===== src/rtl/reg_dump_pkg.sv =====
// Shared types and defaults for the debug register-dump reader.
package reg_dump_pkg;

  typedef enum logic [2:0] {
    StIdle,
    StHaltWait,
    StHdr,
    StLatch,
    StSend,
    StDone
  } dump_state_e;

  localparam int unsigned XLEN_DEFAULT        = 32;
  localparam int unsigned BYTES_PER_REG       = XLEN_DEFAULT / 8;
  localparam logic [7:0]  HEADER_BYTE_DEFAULT = 8'hA5;

  function automatic int unsigned bytes_per_reg(input int unsigned xlen);
    return xlen / 8;
  endfunction

endpackage


===== src/rtl/word_byte_serializer.sv =====
// Loads one register word and emits it LSB-first as bytes behind a valid/ready stage.
module word_byte_serializer
  import reg_dump_pkg::*;
#(
  parameter int unsigned XLEN = XLEN_DEFAULT
) (
  input  logic            clk,
  input  logic            reset,
  input  logic            load,
  input  logic [XLEN-1:0] word,
  input  logic            tx_ready,
  output logic [7:0]      byte_data,
  output logic            byte_valid,
  output logic            last_accepted
);

  localparam int unsigned Bytes = bytes_per_reg(XLEN);
  localparam int unsigned CntW  = (Bytes > 1) ? $clog2(Bytes) : 1;
  localparam logic [CntW-1:0] LastCnt = CntW'(Bytes - 1);

  logic [XLEN-1:0] shift_q, shift_d;
  logic [CntW-1:0] byte_cnt_q, byte_cnt_d;
  logic            valid_q, valid_d;
  logic            accept;

  assign accept = valid_q & tx_ready;

  always_comb begin
    shift_d       = shift_q;
    byte_cnt_d    = byte_cnt_q;
    valid_d       = valid_q;
    last_accepted = accept && (byte_cnt_q == LastCnt);
    if (load) begin
      shift_d    = word;
      byte_cnt_d = '0;
      valid_d    = 1'b1;
    end else if (accept) begin
      if (byte_cnt_q == LastCnt) begin
        valid_d = 1'b0;
      end else begin
        shift_d    = shift_q >> 8;
        byte_cnt_d = byte_cnt_q + CntW'(1);
      end
    end
  end

  always_ff @(posedge clk) begin
    if (reset) begin
      shift_q    <= '0;
      byte_cnt_q <= '0;
      valid_q    <= 1'b0;
    end else begin
      shift_q    <= shift_d;
      byte_cnt_q <= byte_cnt_d;
      valid_q    <= valid_d;
    end
  end

  // Data is forced to zero when idle so stale bytes never leak onto the bus.
  assign byte_valid = valid_q;
  assign byte_data  = valid_q ? shift_q[7:0] : 8'h00;

endmodule


===== src/rtl/reg_dump_reader.sv =====
// Halts the core, walks the register file and streams it out as bytes (optional header first).
module reg_dump_reader
  import reg_dump_pkg::*;
#(
  parameter int unsigned NUM_REGS    = 32,
  parameter int unsigned XLEN        = XLEN_DEFAULT,
  parameter bit          SEND_HEADER = 1'b1,
  parameter logic [7:0]  HEADER_BYTE = HEADER_BYTE_DEFAULT
) (
  input  logic            clk,
  input  logic            reset,
  input  logic            dump_start,
  output logic            core_halt_req,
  input  logic            core_halted,
  output logic [4:0]      rf_read_address,
  input  logic [XLEN-1:0] rf_read_data,
  output logic [7:0]      tx_data,
  output logic            tx_valid,
  input  logic            tx_ready,
  output logic            busy,
  output logic            done
);

  localparam logic [4:0] LastIdx = 5'(NUM_REGS - 1);

  dump_state_e state_q, state_d;
  logic [4:0]  reg_idx_q, reg_idx_d;
  logic        halt_q, halt_d;
  logic        load;
  logic        ser_valid;
  logic        last_accepted;
  logic [7:0]  ser_data;

  always_comb begin
    state_d   = state_q;
    reg_idx_d = reg_idx_q;
    halt_d    = halt_q;
    load      = 1'b0;
    unique case (state_q)
      StIdle: begin
        if (dump_start) begin
          state_d = StHaltWait;
          halt_d  = 1'b1;
        end
      end
      StHaltWait: begin
        if (core_halted) begin
          reg_idx_d = '0;
          state_d   = SEND_HEADER ? StHdr : StLatch;
        end
      end
      StHdr: begin
        if (tx_ready) state_d = StLatch;
      end
      StLatch: begin
        load    = 1'b1;
        state_d = StSend;
      end
      StSend: begin
        if (last_accepted) begin
          if (reg_idx_q == LastIdx) begin
            state_d = StDone;
            halt_d  = 1'b0;
          end else begin
            reg_idx_d = reg_idx_q + 5'd1;
            state_d   = StLatch;
          end
        end
      end
      StDone: begin
        reg_idx_d = '0;
        state_d   = StIdle;
      end
      default: state_d = StIdle;
    endcase
  end

  always_ff @(posedge clk) begin
    if (reset) begin
      state_q   <= StIdle;
      reg_idx_q <= '0;
      halt_q    <= 1'b0;
    end else begin
      state_q   <= state_d;
      reg_idx_q <= reg_idx_d;
      halt_q    <= halt_d;
    end
  end

  word_byte_serializer #(
    .XLEN (XLEN)
  ) u_serializer (
    .clk           (clk),
    .reset         (reset),
    .load          (load),
    .word          (rf_read_data),
    .tx_ready      (tx_ready),
    .byte_data     (ser_data),
    .byte_valid    (ser_valid),
    .last_accepted (last_accepted)
  );

  assign tx_valid        = (state_q == StHdr) | ser_valid;
  assign tx_data         = (state_q == StHdr) ? HEADER_BYTE : ser_data;
  assign rf_read_address = reg_idx_q;
  assign core_halt_req   = halt_q;
  assign busy            = (state_q != StIdle);
  assign done            = (state_q == StDone);

endmodule


===== config.mk =====
export PLATFORM = sky130hd
export DESIGN_NAME = reg_dump_reader
export DESIGN_NICKNAME = d
export VERILOG_FILES = /design/src/rtl/reg_dump_pkg.sv /design/src/rtl/word_byte_serializer.sv /design/src/rtl/reg_dump_reader.sv
export SDC_FILE = /design/constraint.sdc
export NUM_CORES = 1
export LEC_CHECK = 0
export BUFFER_PORTS_ARGS = -buffer_cell sky130_fd_sc_hd__buf_2
export CAP_MARGIN = 10
export CORE_ASPECT_RATIO = 1.5
export CORE_MARGIN = 5
export CORE_UTILIZATION = 56
export CTS_BUF_LIST = sky130_fd_sc_hd__clkbuf_16
export DETAILED_ROUTE_END_ITERATION = 16
export GPL_TIMING_DRIVEN = 1
export PLACE_DENSITY = 0.9
export SYNTH_ARGS = -nofsm -noshare
export SYNTH_HDL_FRONTEND = slang
export SYNTH_SLANG_ARGS = --single-unit

===== constraint.sdc =====
create_clock -name clk -period 5.6 [get_ports clk]
set_clock_uncertainty 0.2 [all_clocks]
set_input_delay 1.4 -clock clk [delete_from_list [all_inputs] [get_ports clk]]
set_output_delay 1.4 -clock clk [all_outputs]
set_load 0.05 [all_outputs]

==> qor.csv <==
stage,metric,value,unit
outcome,run_status,"finished, final reports clean",
route,first_iter_violations,60,
run,drv_cap,0,
global_routing,grt_start_max_net_pins,57,
route,post_drt_via_cell_ratio,5.66,
layout,seqCellArea,881,sq um
worst_setup_path,worstPathRequired,4000,ps
clocking,cts_repair_resize_count,0,
floorplan,die-width,60.4,microns
synth,ys_warn_count,0,
layout,fin_cells,317,
global_routing,grt_antenna_before_repair,0,
timing,slew-limit-headroom,45.6,%
clocking,clock_tree.htree_level_count,2,
clocking,clock_input_transition_at_the_sequential_cells_of_the_worst_setup_and_hold_paths,60,ps
synth,fraction_of_the_mapped_netlist_area_in_simple_logic_gates,17.4,%
synth,distinct_cell_type_count_after_synthesis,42,
global_routing,grt_remaining_overflow,0,
floorplan,core.rowCount,27,
timing,timing.setup.tns,0,ps
clocking,cts_hold_buf,0,
layout,most-common-layout-cells,"53 x buf_2, 44 x dfxtp_1, 33 x a21oi_1, 28 x mux2i_1, 22 x o21ai_0",
layout,num-nets-final,313,
route,route.antenna.remaining_nets,0,
place,port-buffer-count,53,
global_routing,wire_length_of_the_first_global_routing_pass,7350,microns
timing,max_clock_freq,290,MHz
timing,final-max-slew-violation-count,0,
timing,period_needed,3450,ps
worst_setup_path,crit_path_start_kind,flip-flop,
synth,flop_and_latch_count_out_of_synthesis,44,
layout,multi_input_comb_area,1080,sq um
floorplan,initial_utilization,57.9,%
floorplan,die-area,5160,sq um
synth,mappedNetlistArea,2130,sq um
layout,layout-drive-gt1-share,25.2,%
clocking,tritoncts_clock_tree,done,
place,final_estimated_routing_congestion_in_global_placement,0.760,
place,placedCellCount,309,
global_routing,groute.usage.overall,18.9,%
timing,timing.final.hold_violations,0,
route,total_iterations_of_the_first_detailed_routing_run,4,
synth,complex_gate_fraction_of_the_synthesized_area,17.9,%
clocking,cts.sink_count,44,
place,dpl_cell_area,2300,sq um
route,drt-wirelength-per-cell,14.2,microns
layout,layout_commonest_cell,buf_2,
synth,number_of_enable_flip_flop_cells_after_synthesis,0,
layout,num_antenna_cells,0,
clocking,clock_tree.root_cell,clkbuf_16,
power_and_ir_drop,power,0.669,mW
timing,tightestPinTransition,816,ps
power_and_ir_drop,power.leakage,1.24,nW
place,detailed_place_hpwl,3170,microns
layout,final_core_utilization,66.3,%
synth,synth_top_family_by_area,compound AO/OA/AOI/OAI gates,
synth,synth_nets,273,
min_path,hold_path_class,reg2reg,
timing,crit_share_post_route,61.7,%
layout,design_area,2440,sq um
worst_setup_path,timing.setup.critical_path_class,reg2out,
power_and_ir_drop,ir_worst_vdd,0.263,mV
clocking,insertion_delay,280,ps
worst_setup_path,end_kind,primary output,
synth,synth_cells,233,
route,via_count,1795,
layout,area_growth_syn_to_layout,14.6,%
floorplan,die_height,85.6,microns
floorplan,pin_count,54,
clocking,max_root_sink_buffers,2,
floorplan,core_area,3680,sq um
global_routing,grt_pass1_vias,1652,
power_and_ir_drop,power.density_cell_area,274,nW/um^2
timing,finalSetupViolations,0,
synth,muxShareOfSynthArea,13.2,%
synth,synth_sequential_area_ratio,41.3,%
route,post-route-drc-count,0,
worst_setup_path,crit_path_arrival_time,1850,ps
synth,synthXorXnorAreaFrac,0.411,%
worst_setup_path,crit_path_max_fo,9,
synth,syn-mean-instance-area,9.15,sq um
clocking,post_cts.repair.setup_buffers,0,
route,route.final.wire_length,4500,microns
synth,yosys_most_used_dff,dfxtp_1,
layout,final.fill_count,323,
synth,synthAdderAreaFrac,1.76,%
synth,share_of_flip_flops_with_an_asynchronous_set_or_reset_after_synthesis,0,%
clocking,tritoncts_buffer_count,5,
timing,unrepaired_setup_endpoints_after_global_routing,no,
## sequential cells by signal, indices dropped and copies added (netlist names)
register                 flops
u_serializer.byte_cnt_q      2
rf_read_address              5
core_halt_req                1
state_q                      3
u_serializer.shift_q        32
u_serializer.byte_valid      1
## metrics by stage
stage / setup WS, ps / hold WS, ps
floorplan: 2700 / 247
global placement: 2510 / 255
detailed placement: 2460 / 260
CTS: 2140 / 268
global route: 2060 / 291
finish: 2150 / 269
## area by class of cell
type                    count  share of cell area, %
clock inverters             3                  0.666
inverters                   4                  0.615
clock buffers               5                   5.12
well taps                  43                   2.20
repair buffers             54                   11.2
multi-input cells         164                   44.2
flip-flops and latches     44                   36.1
## synthesized netlist by cell type, drive strengths merged (2+ instances only)
library cell  instances  area [sq um]
clkbuf                6          22.5
inv                   4          15.0
nor3b                 2          26.3
mux2i                28           280
nor3                  3          15.0
a21oi                33           165
o22ai                 2          18.8
dfxtp                44           881
ha                    3          37.5
nand2b                2          12.5
o221ai                2          17.5
o21ai                22           110
and3                  7          43.8
nand3                12          60.1
a211oi                2          15.0
nor2                  4          15.0
buf                  15           134
nand2                22          85.1
nand3b                3          35.0
or3                   2          12.5
## worst max-delay path: stages (launching register included)
cell and delay (ps):
dfxtp_1 570, inv_2 90, or3_1 460, and3_1 240, buf_2 200
## power breakdown
group | internal [mW] | switching (mW)
sequential | 0.321 | 0.00830
clock | 0.163 | 0.113
combinational | 0.0245 | 0.0400
total | 0.508 | 0.162
## metal layers
metal	vias up	GRT usage, %	routed length, microns
met2	48	32.0	2300
met4	0	8.87	93
li1	919	-	-
met5	-	0	0
met3	10	6.17	256
met1	818	20.7	1850
## logic make-up (layout without fill, tap and decap cells)
logic type                 count (synthesis)  in the layout
and+or+nand+nor                           65             65
xor gates and xnor gates                   1              1
muxes                                     28             28
AOI/OAI and AO/OA                         67             67
DFF                                       44             44
buffers and inverters                     25             66
adders and majority gates                  3              3
## final timing paths
kind / startpoint / end / slack [ps] / cells past startpoint
max: state_q[1] / tx_data[4] / 2150 / 4
min: u_serializer.shift_q[26] / u_serializer.shift_q[26] / 270 / 2
max reg2reg: rf_read_address[0] / rf_read_address[3] / 3550 / 6
min reg2reg: u_serializer.shift_q[26] / u_serializer.shift_q[26] / 270 / 2
No activity file was read; power rests on OpenSTA's default activity.
